[src/rtl/cluster_count_monitor_if.sv]
// cluster_count_monitor_if
//
// Bundles the sample stream, run control and result readout of
// cluster_count_monitor.
//   enable_i       run/stop control
//   bx_strobe_i    marks cnt_i/overflow_i as this BX's valid sample
//   cnt_i          cluster count for the BX
//   overflow_i     overflow flag for the BX
//   result_ack_i   consumer accepts the current snapshot
//   result_valid_o snapshot available
//   sum_o          saturated window sum of cnt_i
//   max_o          window peak of cnt_i
//   ovf_cnt_o      number of BXs in the window with overflow_i set
//   drop_cnt_o     windows lost while a snapshot was pending
//   busy_o         high while the monitor is running
//
// master: the environment (pipeline + readout) side.
// slave:  the monitor itself.
interface cluster_count_monitor_if #(
    parameter int unsigned CNT_WIDTH  = 11,
    parameter int unsigned SUM_WIDTH  = 24,
    parameter int unsigned OVF_WIDTH  = 16,
    parameter int unsigned DROP_WIDTH = 8
);
    logic                  enable_i;
    logic                  bx_strobe_i;
    logic [CNT_WIDTH-1:0]  cnt_i;
    logic                  overflow_i;
    logic                  result_ack_i;
    logic                  result_valid_o;
    logic [SUM_WIDTH-1:0]  sum_o;
    logic [CNT_WIDTH-1:0]  max_o;
    logic [OVF_WIDTH-1:0]  ovf_cnt_o;
    logic [DROP_WIDTH-1:0] drop_cnt_o;
    logic                  busy_o;

    modport master (
        output enable_i, bx_strobe_i, cnt_i, overflow_i, result_ack_i,
        input  result_valid_o, sum_o, max_o, ovf_cnt_o, drop_cnt_o, busy_o
    );

    modport slave (
        input  enable_i, bx_strobe_i, cnt_i, overflow_i, result_ack_i,
        output result_valid_o, sum_o, max_o, ovf_cnt_o, drop_cnt_o, busy_o
    );
endinterface

[src/rtl/cluster_count_monitor.sv]
// cluster_count_monitor
//
// Collects per-BX cluster-count statistics over windows of WINDOW_BX sampled
// BXs (saturated sum, peak, overflow-BX count) and offers each completed
// window as a snapshot through a valid/ack handshake. Windows that complete
// while a snapshot is still pending are counted as dropped.
//
// Ports:
//   clock4x  fabric clock (4x BX rate)
//   reset    synchronous, active-high reset
//   bus      cluster_count_monitor_if.slave: sample stream, enable,
//            result handshake and statistics outputs
module cluster_count_monitor #(
    parameter int unsigned CNT_WIDTH  = 11,
    parameter int unsigned WINDOW_BX  = 1024,
    parameter int unsigned SUM_WIDTH  = 24,
    parameter int unsigned OVF_WIDTH  = 16,
    parameter int unsigned DROP_WIDTH = 8
) (
    input logic                     clock4x,
    input logic                     reset,
    cluster_count_monitor_if.slave  bus
);

    localparam int unsigned WinW = $clog2(WINDOW_BX);
    localparam logic [WinW-1:0] WinLast = WinW'(WINDOW_BX - 1);
    // Sum is formed one bit wider than either operand so overflow is visible.
    localparam int unsigned SumExtW = ((SUM_WIDTH > CNT_WIDTH) ? SUM_WIDTH : CNT_WIDTH) + 1;
    localparam logic [SumExtW-1:0] SumSat = SumExtW'({SUM_WIDTH{1'b1}});

    typedef enum logic {StIdle, StRun} state_e;

    state_e                state_q, state_d;
    logic [WinW-1:0]       win_cnt_q, win_cnt_d;
    logic [SUM_WIDTH-1:0]  sum_acc_q, sum_acc_d;
    logic [CNT_WIDTH-1:0]  max_acc_q, max_acc_d;
    logic [OVF_WIDTH-1:0]  ovf_acc_q, ovf_acc_d;

    logic                  valid_q, valid_d;
    logic [SUM_WIDTH-1:0]  sum_q, sum_d;
    logic [CNT_WIDTH-1:0]  max_q, max_d;
    logic [OVF_WIDTH-1:0]  ovf_q, ovf_d;
    logic [DROP_WIDTH-1:0] drop_q, drop_d;

    logic                  sample;
    logic                  last;
    logic                  load;
    logic                  drop;
    logic [SumExtW-1:0]    sum_ext;
    logic [SUM_WIDTH-1:0]  sum_upd;
    logic [CNT_WIDTH-1:0]  max_upd;
    logic [OVF_WIDTH-1:0]  ovf_upd;

    assign sample = (state_q == StRun) && bus.bx_strobe_i;
    assign last   = sample && (win_cnt_q == WinLast);

    // Accumulator values including the current sample; these also feed the
    // snapshot so the final sample of a window is part of its result.
    always_comb begin
        sum_ext = SumExtW'(sum_acc_q) + SumExtW'(bus.cnt_i);
        sum_upd = (sum_ext > SumSat) ? {SUM_WIDTH{1'b1}} : sum_ext[SUM_WIDTH-1:0];
        max_upd = (bus.cnt_i > max_acc_q) ? bus.cnt_i : max_acc_q;
        ovf_upd = ovf_acc_q;
        if (bus.overflow_i && (ovf_acc_q != {OVF_WIDTH{1'b1}})) begin
            ovf_upd = ovf_acc_q + OVF_WIDTH'(1);
        end
    end

    // State machine and window accumulation.
    always_comb begin
        state_d   = state_q;
        win_cnt_d = win_cnt_q;
        sum_acc_d = sum_acc_q;
        max_acc_d = max_acc_q;
        ovf_acc_d = ovf_acc_q;

        if (state_q == StIdle) begin
            if (bus.enable_i) begin
                state_d = StRun;
            end
        end else begin
            if (sample) begin
                if (last) begin
                    // Fresh window starts on the very next sample.
                    win_cnt_d = '0;
                    sum_acc_d = '0;
                    max_acc_d = '0;
                    ovf_acc_d = '0;
                end else begin
                    win_cnt_d = win_cnt_q + WinW'(1);
                    sum_acc_d = sum_upd;
                    max_acc_d = max_upd;
                    ovf_acc_d = ovf_upd;
                end
            end
            // Leaving RUN abandons the partial window.
            if (!bus.enable_i) begin
                state_d   = StIdle;
                win_cnt_d = '0;
                sum_acc_d = '0;
                max_acc_d = '0;
                ovf_acc_d = '0;
            end
        end
    end

    // Snapshot registers and readout handshake; active in both states.
    always_comb begin
        load    = last && (!valid_q || bus.result_ack_i);
        drop    = last && !load;
        valid_d = valid_q;
        sum_d   = sum_q;
        max_d   = max_q;
        ovf_d   = ovf_q;
        drop_d  = drop_q;

        if (load) begin
            valid_d = 1'b1;
            sum_d   = sum_upd;
            max_d   = max_upd;
            ovf_d   = ovf_upd;
        end else if (valid_q && bus.result_ack_i) begin
            valid_d = 1'b0;
        end

        if (drop && (drop_q != {DROP_WIDTH{1'b1}})) begin
            drop_d = drop_q + DROP_WIDTH'(1);
        end
    end

    always_ff @(posedge clock4x) begin
        if (reset) begin
            state_q   <= StIdle;
            win_cnt_q <= '0;
            sum_acc_q <= '0;
            max_acc_q <= '0;
            ovf_acc_q <= '0;
            valid_q   <= 1'b0;
            sum_q     <= '0;
            max_q     <= '0;
            ovf_q     <= '0;
            drop_q    <= '0;
        end else begin
            state_q   <= state_d;
            win_cnt_q <= win_cnt_d;
            sum_acc_q <= sum_acc_d;
            max_acc_q <= max_acc_d;
            ovf_acc_q <= ovf_acc_d;
            valid_q   <= valid_d;
            sum_q     <= sum_d;
            max_q     <= max_d;
            ovf_q     <= ovf_d;
            drop_q    <= drop_d;
        end
    end

    assign bus.result_valid_o = valid_q;
    assign bus.sum_o          = sum_q;
    assign bus.max_o          = max_q;
    assign bus.ovf_cnt_o      = ovf_q;
    assign bus.drop_cnt_o     = drop_q;
    assign bus.busy_o         = (state_q == StRun);

endmodule

[src/flat_wrapper.sv]
// flat-port wrapper written by rule: the top's interface ports become plain ports
module cluster_count_monitor_flat 
#(
    parameter int unsigned CNT_WIDTH  = 11,
    parameter int unsigned WINDOW_BX  = 1024,
    parameter int unsigned SUM_WIDTH  = 24,
    parameter int unsigned OVF_WIDTH  = 16,
    parameter int unsigned DROP_WIDTH = 8
)
  (clock4x, reset, bus_enable_i, bus_bx_strobe_i, bus_cnt_i, bus_overflow_i, bus_result_ack_i, bus_result_valid_o, bus_sum_o, bus_max_o, bus_ovf_cnt_o, bus_drop_cnt_o, bus_busy_o);
  cluster_count_monitor_if #(.CNT_WIDTH(CNT_WIDTH), .SUM_WIDTH(SUM_WIDTH), .OVF_WIDTH(OVF_WIDTH), .DROP_WIDTH(DROP_WIDTH)) bus_i ();
  input logic clock4x;
  input logic reset;
  input wire logic [$bits(bus_i.enable_i)-1:0] bus_enable_i;
  input wire logic [$bits(bus_i.bx_strobe_i)-1:0] bus_bx_strobe_i;
  input wire logic [$bits(bus_i.cnt_i)-1:0] bus_cnt_i;
  input wire logic [$bits(bus_i.overflow_i)-1:0] bus_overflow_i;
  input wire logic [$bits(bus_i.result_ack_i)-1:0] bus_result_ack_i;
  output wire logic [$bits(bus_i.result_valid_o)-1:0] bus_result_valid_o;
  output wire logic [$bits(bus_i.sum_o)-1:0] bus_sum_o;
  output wire logic [$bits(bus_i.max_o)-1:0] bus_max_o;
  output wire logic [$bits(bus_i.ovf_cnt_o)-1:0] bus_ovf_cnt_o;
  output wire logic [$bits(bus_i.drop_cnt_o)-1:0] bus_drop_cnt_o;
  output wire logic [$bits(bus_i.busy_o)-1:0] bus_busy_o;
  assign bus_i.enable_i = bus_enable_i;
  assign bus_i.bx_strobe_i = bus_bx_strobe_i;
  assign bus_i.cnt_i = bus_cnt_i;
  assign bus_i.overflow_i = bus_overflow_i;
  assign bus_i.result_ack_i = bus_result_ack_i;
  assign bus_result_valid_o = bus_i.result_valid_o;
  assign bus_sum_o = bus_i.sum_o;
  assign bus_max_o = bus_i.max_o;
  assign bus_ovf_cnt_o = bus_i.ovf_cnt_o;
  assign bus_drop_cnt_o = bus_i.drop_cnt_o;
  assign bus_busy_o = bus_i.busy_o;
  cluster_count_monitor #(.CNT_WIDTH(CNT_WIDTH), .WINDOW_BX(WINDOW_BX), .SUM_WIDTH(SUM_WIDTH), .OVF_WIDTH(OVF_WIDTH), .DROP_WIDTH(DROP_WIDTH)) u_core (.clock4x(clock4x), .reset(reset), .bus(bus_i));
endmodule
[config.mk]
export PLATFORM = sky130hd
export DESIGN_NAME = cluster_count_monitor_flat
export DESIGN_NICKNAME = d
export VERILOG_FILES = /design/src/rtl/cluster_count_monitor_if.sv /design/src/rtl/cluster_count_monitor.sv /design/src/flat_wrapper.sv
export SDC_FILE = /design/constraint.sdc
export NUM_CORES = 1
export LEC_CHECK = 0
export CAP_MARGIN = 20
export CELL_PAD_IN_SITES_DETAIL_PLACEMENT = 0
export CELL_PAD_IN_SITES_GLOBAL_PLACEMENT = 1
export CORE_MARGIN = 3
export CORE_UTILIZATION = 40
export DETAILED_ROUTE_END_ITERATION = 16
export PLACE_DENSITY = 0.74
export SLEW_MARGIN = 20
export SYNTH_ARGS = -nofsm -noshare
export SYNTH_HDL_FRONTEND = slang
export SYNTH_SLANG_ARGS = --single-unit
[constraint.sdc]
create_clock -name clock4x -period 6.6 [get_ports clock4x]
set_clock_uncertainty 0.15 [all_clocks]
set_input_delay 1.98 -clock clock4x [delete_from_list [all_inputs] [get_ports clock4x]]
set_output_delay 1.98 -clock clock4x [all_outputs]
set_load 0.01 [all_outputs]
==> run summary, run 1 <==
Skew-Pair Late Insertion Delay -> 420 ps
WP data required -> 6780 ps
Pins Over Slew Limit -> 0
First-pass GRT wire length -> 27.8 mm
Avg WL per Cell -> 16.9 um
DR vias -> 5648
Initial core utilization -> 41.6%
Post-CTS sizing -> 0
Run status -> finished clean
Share of layout cells above drive strength 1 -> 6.41%
Slew @ Worst Pin -> 871 ps
Top post-synthesis cells by area -> dfxtp_1 (40%), nor2_1 (5.6%), ha_1 (5.1%)
Post-synth EDFFs -> 0
Vias in the first global route -> 5492
CTS max path bufs -> 2
Share of the synthesized area in the top cell type -> 39.8%
Antenna Nets Post-Route -> 0
WL final -> 16.8 mm
Worst Setup Slack, final -> 1910 ps
PortBufs -> 77
PwrDens -> 221 nW/um^2
Avg Inst Size Synth -> 8.35 sq um
Design Power -> 0.00167 W
Area Growth Syn to Fin -> 23.0%
TritonRoute pass-1 iters -> 5
Setup violators final -> 0
Post-CTS Hold Fix Bufs -> 0
CTS Sinks -> 122
Slowest-stage cell, CP -> clkdlybuf4s50_1
Postcts setup bufs -> 0
Layout Nets -> 841
Startpoint Class -> input port
Max cap viols -> 0
Die X -> 130 um
Synthesized flop and latch total -> 122
Worst slack at placement -> 1480 ps
Worst setup path category -> input port to flop
Die Area -> 16900 sq um
LEAKAGE -> 2.60 nW
Non-Filler Instances -> 995
Critical path arrival -> 4870 ps
Cell Area, Synth -> 6140 sq um
GRT overflow -> 0
Synth cell types -> 62
CTS tree -> done
Drt initial violations -> 373
Hpwl dp -> 11.5 mm
Peak Freq -> 0.213 GHz
Switching share of power -> 23.0%
Final setup TNS -> 0 ps
Cell Chain, Critical Path -> clkdlybuf4s50_1 > ha_1 > inv_1 > fa_1 > nor2b_1 > o211ai_1 > a31o_2 > a21o_1 > nor4_1 > nor2_1 > a211oi_1
IO Count -> 78
Synth Instances -> 735
Die H -> 130 um
Clock network power share -> 50.2%
Largest stage delay, worst path -> 540 ps
Crit-path max FO -> 7
Int Pwr -> 0.00129 W
Ys flop type -> dfxtp_1
Post-synth ARST share -> 0%
Post-synth top area cell -> dfxtp_1
Comb power frac -> 5.4%
Pin count of the biggest net entering global routing -> 85
Inserted Diodes -> 0
Syn Nets -> 778
# H-tree levels -> 4
Initial antenna violation count -> 0
Met3 Wirelength -> 837 um
GRT Util Overall -> 20.8%
CORE AREA -> 14800 sq um
CTS buffer count -> 17
Final hold vios -> 0
Avg Vias per Cell -> 5.68
Sw Pwr -> 0.000385 W
Layout fillers -> 1423
Root buffer cell -> clkbuf_16
Register area share after synthesis -> 39.8%
GP Congestion -> 0.926
RSZ-0062 raised after global routing -> false
Max layer used -> met4
# DRC -> 0
Peak supply drop -> 0.190 mV
Crit path capture type -> flop
DRT met1 WL -> 8.28 mm
Placed Instances -> 963
Commonest non-fill, non-tap cells in the layout -> dfxtp_1 (122), nor2_1 (92), clkdlybuf4s50_1 (76)
Syn. warnings -> 0
Slew headroom -> 41.4%
Met2 WL -> 7.32 mm
Rows -> 44
Most common cell after layout, fill and taps aside -> dfxtp_1
Reg clk slew, reported paths -> 60 ps
Min Tclk post-route -> 4690 ps
Sequential Power Share -> 44.4%
Final Util -> 51.2%
Hold WC Path Type -> flop to flop
Fin crit share -> 71.1%
[area by class of cell]
| type | count | area [sq um] | share of cell area, % |
|---|---|---|---|
| tap | 184 | 230 | 3.05 |
| timing repair buffer | 86 | 833 | 11.0 |
| clock inverter | 8 | 43.8 | 0.580 |
| inverter | 24 | 90.1 | 1.19 |
| multi-input combinational | 547 | 3420 | 45.3 |
| clock buffer | 24 | 492 | 6.51 |
| sequential | 122 | 2440 | 32.3 |
[cell families (layout without fill, tap and decap cells)]
family / Yosys count / in the layout / synth area share, %
buffers and inverters: 66 / 142 / 4.59
muxes: 4 / 4 / 0.652
adders and majority gates: 26 / 26 / 5.42
DFF: 122 / 122 / 39.8
xor gates and xnor gates: 39 / 39 / 5.57
AOI/OAI and AO/OA: 230 / 230 / 24.8
and+or+nand+nor: 248 / 248 / 19.2
[through the flow]
step	area [sq um]	hold slack (ps)
2_1_floorplan	6140	279
3_3_place_gp	7010	293
3_5_place_dp	7010	296
4_1_cts	7550	310
5_1_grt	7550	318
6_report	7550	308
[cells in the mapped netlist (4+ instances only)]
| library cell | instances |
|---|---|
| nand4_1 | 20 |
| o211ai_1 | 6 |
| o221a_1 | 10 |
| nand2_1 | 68 |
| a21o_1 | 7 |
| xor2_1 | 17 |
| or3_1 | 8 |
| o31ai_1 | 8 |
| o21ai_0 | 59 |
| dfxtp_1 | 122 |
| nand2b_1 | 5 |
| and3_1 | 6 |
| nand3_1 | 13 |
| a31oi_1 | 14 |
| xnor2_1 | 22 |
| nor2_1 | 92 |
| ha_1 | 25 |
| mux2i_1 | 4 |
| o21ai_1 | 6 |
| nor3_1 | 13 |
| a21oi_1 | 49 |
| buf_2 | 9 |
| a211oi_1 | 29 |
| clkbuf_1 | 27 |
| a22o_1 | 14 |
| inv_1 | 24 |
[final timing paths]
| path | cells after the start | slack, ps | to | startpoint |
|---|---|---|---|---|
| setup / recovery | 11 | 1910 | u_core.bus.sum_o[7]$_SDFFE_PP0P_ | bus_cnt_i[0] |
| hold / removal | 2 | 310 | u_core.bus.sum_o[20]$_SDFFE_PP0P_ | u_core.bus.sum_o[20]$_SDFFE_PP0P_ |
| setup reg to reg | 8 | 3670 | u_core.bus.max_o[8]$_SDFFE_PP0P_ | u_core.win_cnt_q[0]$_SDFFE_PP0P_ |
| hold reg to reg | 2 | 310 | u_core.bus.sum_o[20]$_SDFFE_PP0P_ | u_core.bus.sum_o[20]$_SDFFE_PP0P_ |
[power groups by stage]
stage | logic, W | clock network [W] | registers (W)
final | 0.0000894 | 0.000839 | 0.000743
after global routing | 0.0000996 | 0.000891 | 0.000743
after global placement | 0.0000878 | 0 | 0.000758
after floorplan | 0.0000540 | 0 | 0.000758
after detailed placement | 0.0000890 | 0 | 0.000758
after CTS | 0.0000895 | 0.000856 | 0.000743
[metal layers]
metal	track usage [%]	vias to the layer above
met2	31.2	162
met5	0	-
met3	4.09	29
met4	9.23	0
li1	-	2808
met1	28.9	2649
[flip-flops by register name, summed over array words and instances (netlist names)]
register and flops:
u_core.bus.max_o 11, u_core.bus.busy_o 1, u_core.bus.drop_cnt_o 8, u_core.bus.sum_o 24, u_core.ovf_acc_q 16, u_core.bus.result_valid_o 1
u_core.win_cnt_q 10, u_core.sum_acc_q 24, u_core.max_acc_q 11, u_core.bus.ovf_cnt_o 16
[worst max-delay path: cells and delay by family]
kind / cells / cell delay (ps)
buf+inv: 2 / 600
fa+ha+maj: 2 / 600
compound gates: 4 / 880
simple gates: 3 / 810
No activity file was read; power rests on OpenSTA's default activity.
==> run 2: changes to the inputs <==
==> constraint.sdc (replaced) <==
create_clock -name clock4x -period 4.4 [get_ports clock4x]
set_clock_uncertainty 0.15 [all_clocks]
set_input_delay 1.32 -clock clock4x [delete_from_list [all_inputs] [get_ports clock4x]]
set_output_delay 1.32 -clock clock4x [all_outputs]
set_load 0.01 [all_outputs]
==> run 2 against run 1 <==
- register-to-register slack got worse by 2100 ps
- setup slack worse by 1400 ps
- via count up 0.11%
- cell area grew 1.2%
- hold slack lost 5.4 ps
- highest routed layer unchanged
==> run summary, run 2 (synthesis results as in run 1) <==
WL final -> 16.7 mm (-0.83%)
First-pass GRT wire length -> 27.3 mm (-1.8%)
Die H -> 130 um (unchanged)
CTS max path bufs -> 2 (unchanged)
Avg WL per Cell -> 16.6 um (-1.6%)
Final hold vios -> 0 (unchanged)
Peak Freq -> 0.254 GHz
Postcts setup bufs -> 0 (unchanged)
Peak supply drop -> 0.275 mV (+44%)
LEAKAGE -> 2.65 nW (+1.9%)
DR vias -> 5654 (+0.11%)
Startpoint Class -> input port
Share of layout cells above drive strength 1 -> 7.33% (+0.91 points)
Post-CTS sizing -> 0 (unchanged)
Inserted Diodes -> 0 (unchanged)
TritonRoute pass-1 iters -> 7 (+2)
Vias in the first global route -> 5424 (-1.2%)
CTS buffer count -> 17 (unchanged)
# H-tree levels -> 4 (unchanged)
Critical path arrival -> 4110 ps (-760 ps)
IO Count -> 78 (unchanged)
Avg Vias per Cell -> 5.64 (-0.69%)
Hold WC Path Type -> flop to flop
Pins Over Slew Limit -> 0 (unchanged)
GRT overflow -> 0 (unchanged)
Fin crit share -> 89.5%
Die Area -> 16900 sq um (unchanged)
Worst setup path category -> input port to flop
Root buffer cell -> clkbuf_16
GP Congestion -> 0.885 (-4.4%)
CTS tree -> done
RSZ-0062 raised after global routing -> false
Layout Nets -> 853 (+1.4%)
Setup violators final -> 0 (unchanged)
Max cap viols -> 0 (unchanged)
Fin Hold WS -> 303 ps (-5.40 ps)
Initial core utilization -> 41.6% (unchanged)
Crit-path max FO -> 7 (unchanged)
Pin count of the biggest net entering global routing -> 66 (-22%)
Run status -> finished clean
Layout fillers -> 1391 (-2.2%)
Antenna Nets Post-Route -> 0 (unchanged)
Register Area -> 2440 sq um (unchanged)
PortBufs -> 77 (unchanged)
Most common cell after layout, fill and taps aside -> dfxtp_1
Non-Filler Instances -> 1003 (+0.80%)
Final setup TNS -> 0 ps (unchanged)
Skew-Pair Late Insertion Delay -> 400 ps (-20 ps)
Design Power -> 0.00248 W (+48%)
CTS Sinks -> 122 (unchanged)
Rows -> 44 (unchanged)
Final Util -> 51.8% (+0.59 points)
WP data required -> 4580 ps (-2200 ps)
Area of the multi-input gates -> 3420 sq um (unchanged)
CORE AREA -> 14800 sq um (unchanged)
Crit path capture type -> flop
PwrDens -> 325 nW/um^2 (+47%)
# DRC -> 0 (unchanged)
Slew headroom -> 50.0% (+8.6 points)
Die X -> 130 um (unchanged)
Commonest non-fill, non-tap cells in the layout -> dfxtp_1 (122), nor2_1 (92), clkdlybuf4s50_1 (76)
GRT Util Overall -> 20.3% (-0.43 points)
Hpwl dp -> 11.9 mm (+3.5%)
Initial antenna violation count -> 0 (unchanged)
Placed Instances -> 975 (+1.2%)
Min Tclk post-route -> 3940 ps
Reg clk slew, reported paths -> 50 ps (about the same)
Post-CTS Hold Fix Bufs -> 0 (unchanged)
Drt initial violations -> 348 (-6.7%)
Area Growth Syn to Fin -> 24.4%
Slew @ Worst Pin -> 749 ps (-123 ps)
[run 2: cell types whose count changed in the layout (fill, tap and decap cells not counted)]
| cell | before | now |
|---|---|---|
| buf_12 | 0 | 1 |
| buf_4 | 9 | 20 |
| clkbuf_8 | 4 | 5 |
| clkinv_4 | 1 | 0 |
| clkinv_2 | 7 | 3 |
[run 2: metrics by stage]
stage,area (sq um),setup WS (ps)
after floorplan,6140,875
after global placement,7120,128
after detailed placement,7120,21.3
after CTS,7640,460
after global routing,7640,307
final,7640,463
[run 2: path summary, 6_finish.rpt]
kind	slack, ps	depth (start not counted)	from	endpoint
hold / removal	300	2	u_core.bus.sum_o[21]$_SDFFE_PP0P_	u_core.bus.sum_o[21]$_SDFFE_PP0P_
setup reg to reg	1620	11	u_core.sum_acc_q[0]$_SDFFE_PP0P_	u_core.sum_acc_q[9]$_SDFFE_PP0P_
setup / recovery	460	12	bus_cnt_i[0]	u_core.sum_acc_q[9]$_SDFFE_PP0P_
hold reg to reg	300	2	u_core.bus.sum_o[21]$_SDFFE_PP0P_	u_core.bus.sum_o[21]$_SDFFE_PP0P_
[run 2: routing by layer]
layer / global-route usage, % / wire [um]
met3: 5.49 / 917
met5: 0 / 0
met2: 31.1 / 7320
met1: 28.3 / 8200
met4: 5.99 / 233
[run 2: critical path, stage by stage]
cell	delay, ps
clkdlybuf4s50_1	540
ha_1	190
inv_1	60
fa_1	420
nor2b_1	180
o211ai_1	130
a31o_2	280
a21o_1	240
nor4_1	360
buf_4	190
a21oi_1	50
o21ai_0	160
[run 2: final cells by class]
class,instances,share of cell area (%)
Inverter,24,1.18
Multi-Input combinational cell,547,44.8
Clock buffer,25,6.62
Tap cell,184,3.01
Sequential cell,122,32.0
Timing Repair Buffer,98,12.3
Clock inverter,3,0.197
[run 2: report_power, final]
| part | switching [W] | internal (W) | leakage [nW] |
|---|---|---|---|
| Combinational | 0.0000863 | 0.0000497 | 1.41 |
| Sequential | 0.00000390 | 0.00111 | 0.983 |
| Clock | 0.000452 | 0.000778 | 0.261 |
| Total | 0.000543 | 0.00194 | 2.65 |
==> run 3: changes to the inputs <==
--- a/config.mk
+++ b/config.mk
@@ -9,9 +9,9 @@
 export CELL_PAD_IN_SITES_DETAIL_PLACEMENT = 0
 export CELL_PAD_IN_SITES_GLOBAL_PLACEMENT = 1
 export CORE_MARGIN = 3
-export CORE_UTILIZATION = 40
+export CORE_UTILIZATION = 42
 export DETAILED_ROUTE_END_ITERATION = 16
-export PLACE_DENSITY = 0.74
+export PLACE_DENSITY = 0.77
 export SLEW_MARGIN = 20
 export SYNTH_ARGS = -nofsm -noshare
 export SYNTH_HDL_FRONTEND = slang
==> run 3 against run 2 <==
- flip-flop and latch count stayed put
- setup slack is essentially flat
- count of clock-buffer cells in the layout down 5
- final cell count up 0.20%
- global-route usage grew 1.4 points
- hold slack better by 2.8 ps
- critical path type unchanged
- largest power group unchanged
==> run summary, run 3 (synthesis results as in run 1) <==
Run status -> finished clean
Comb power frac -> 4.9% (-0.6 points)
Final hold vios -> 0 (unchanged)
Hold WC Path Type -> flop to flop
Pin count of the biggest net entering global routing -> 85 (+29%)
Peak Freq -> 0.254 GHz (about the same)
IO Count -> 78 (unchanged)
RSZ-0062 raised after global routing -> false
Clock network power share -> 56.2% (+6.6 points)
PwrDens -> 366 nW/um^2 (+13%)
Sw Pwr -> 0.000608 W (+12%)
Delay-heaviest family, CP -> compound AO/OA/AOI/OAI gates
PortBufs -> 77 (unchanged)
LEAKAGE -> 2.73 nW (+3.0%)
WP data required -> 4590 ps (about the same)
Worst setup path category -> input port to flop
CTS Sinks -> 122 (unchanged)
Pins Over Slew Limit -> 0 (unchanged)
Startpoint Class -> input port
CTS buffer count -> 17 (unchanged)
Setup violators final -> 0 (unchanged)
Cell count along the critical path -> 12 (unchanged)
Share of layout cells above drive strength 1 -> 8.24% (+0.92 points)
Peak supply drop -> 0.254 mV (-7.5%)
WL final -> 17.1 mm (+2.4%)
First-pass GRT wire length -> 28.1 mm (+3.0%)
Hold path depth -> 2 (unchanged)
Max cap viols -> 0 (unchanged)
Int Pwr -> 0.00225 W (+16%)
Layout Nets -> 855 (+0.23%)
GRT overflow -> 0 (unchanged)
Cell Chain, Critical Path -> clkdlybuf4s50_1 > ha_1 > inv_1 > fa_1 > nor2b_1 > o211ai_1 > a31o_2 > a21o_1 > nor4_1 > buf_4 > a21oi_1 > o21ai_0
Postcts setup bufs -> 0 (unchanged)
Fin crit share -> 89.5% (about the same)
Die X -> 127 um (-2.3%)
Final setup TNS -> 0 ps (unchanged)
Worst Setup EP -> u_core.sum_acc_q[9]$_SDFFE_PP0P_
Avg WL per Cell -> 17.0 um (+2.2%)
Slowest-stage cell, CP -> clkdlybuf4s50_1
GP Congestion -> 0.846 (-4.4%)
Placed Instances -> 973 (-0.21%)
Initial antenna violation count -> 0 (unchanged)
Initial core utilization -> 43.5% (+1.9 points)
CORE AREA -> 14100 sq um (-4.5%)
Vias in the first global route -> 5540 (+2.1%)
Rows -> 43 (-2.3%)
Design Power -> 0.00286 W (+15%)
Final Util -> 55.4% (+3.7 points)
Critical path arrival -> 4130 ps (+20 ps)
Skew-Pair Late Insertion Delay -> 420 ps (+20 ps)
CTS tree -> done
R2r endpoint -> u_core.sum_acc_q[9]$_SDFFE_PP0P_
Slew headroom -> 42.7% (-7.3 points)
Hpwl dp -> 11.8 mm (-0.83%)
Reg clk slew, reported paths -> 60 ps (about the same)
Worst reg2reg startpoint -> u_core.sum_acc_q[0]$_SDFFE_PP0P_
Non-Filler Instances -> 1005 (+0.20%)
Sequential Power Share -> 39.0% (-5.9 points)
Root buffer cell -> clkbuf_16
Avg Vias per Cell -> 5.73 (+1.7%)
TritonRoute pass-1 iters -> 5 (-2)
Largest stage delay, worst path -> 550 ps (about the same)
Area after DPL -> 7140 sq um (+0.32%)
Fin area -> 7820 sq um (+2.3%)
Reg2Reg Setup Slack -> 1570 ps (-50 ps)
Min Tclk post-route -> 3940 ps (-0.335 ps)
Drt initial violations -> 507 (+46%)
Switching share of power -> 21.3% (-0.61 points)
DR vias -> 5761 (+1.9%)
Crit-path max FO -> 7 (unchanged)
Die H -> 127 um (-2.3%)
Crit. Startpoint -> bus_cnt_i[0]
Antenna Nets Post-Route -> 0 (unchanged)
# H-tree levels -> 4 (unchanged)
GRT Util Overall -> 21.8% (+1.4 points)
# DRC -> 0 (unchanged)
CTS max path bufs -> 2 (unchanged)
Post-CTS Hold Fix Bufs -> 0 (unchanged)
R2R depth -> 11 (unchanged)
Post-CTS sizing -> 0 (unchanged)
Commonest non-fill, non-tap cells in the layout -> dfxtp_1 (122), nor2_1 (92), clkdlybuf4s50_1 (76)
Most common cell after layout, fill and taps aside -> dfxtp_1
Die Area -> 16100 sq um (-4.5%)
Slew @ Worst Pin -> 857 ps (+108 ps)
Area Growth Syn to Fin -> 27.3%
CP Buf/Inv Count -> 3 (unchanged)
Inserted Diodes -> 0 (unchanged)
Crit path capture type -> flop
## run 3: changes by cell type in the layout (fill, tap and decap cells not counted)
| cell | before | now |
|---|---|---|
| clkbuf_8 | 5 | 2 |
| buf_4 | 20 | 21 |
| clkinv_4 | 0 | 1 |
| clkinvlp_4 | 0 | 2 |
| clkbuf_1 | 3 | 1 |
| bufinv_16 | 0 | 6 |
| buf_12 | 1 | 2 |
## run 3: cell type report
cell class                 instances  area, sq um
clock buffer                      20          457
clock inverter                    12          219
fill                            1318         6280
inverter                          24         90.1
multi-input combinational        547         3420
sequential                       122         2440
tap                              180          225
timing repair buffer             100          963
## run 3: routing by layer
layer	routed length (um)	global-route usage, %
met5	0	0
met4	338	7.89
met3	781	5.35
met2	7500	32.6
met1	8450	30.5
## run 3: worst min path at each step
stage / start / to / slack, ps
after CTS: u_core.sum_acc_q[4]$_SDFFE_PP0P_ / u_core.sum_acc_q[4]$_SDFFE_PP0P_ / 310
after global routing: u_core.sum_acc_q[4]$_SDFFE_PP0P_ / u_core.sum_acc_q[4]$_SDFFE_PP0P_ / 330
after detailed placement: u_core.sum_acc_q[4]$_SDFFE_PP0P_ / u_core.sum_acc_q[4]$_SDFFE_PP0P_ / 300
after floorplan: u_core.sum_acc_q[0]$_SDFFE_PP0P_ / u_core.sum_acc_q[0]$_SDFFE_PP0P_ / 280
after global placement: u_core.sum_acc_q[8]$_SDFFE_PP0P_ / u_core.sum_acc_q[8]$_SDFFE_PP0P_ / 290
final: u_core.sum_acc_q[4]$_SDFFE_PP0P_ / u_core.sum_acc_q[4]$_SDFFE_PP0P_ / 310
## run 3: through the flow
step,worst slack (ps),hold slack (ps)
after floorplan,875,279
after global placement,126,294
after detailed placement,67.0,299
after CTS,493,307
after global routing,281,333
final,463,306
## run 3: worst reg2reg max path: stages (launching register included)
cell	delay, ps
dfxtp_1	360
ha_1	190
inv_1	60
fa_1	430
nor2b_1	190
o211ai_1	130
a31o_2	290
a21o_1	250
nor4_1	340
buf_4	180
a21oi_1	50
o21ai_0	150
## run 3: power by group through the flow
stage	Clock [W]	Combinational, W	Sequential [W]
floorplan	0	0.0000811	0.00114
global placement	0	0.000137	0.00114
detailed placement	0	0.000138	0.00114
CTS	0.00163	0.000139	0.00111
global route	0.00169	0.000155	0.00111
finish	0.00161	0.000140	0.00111
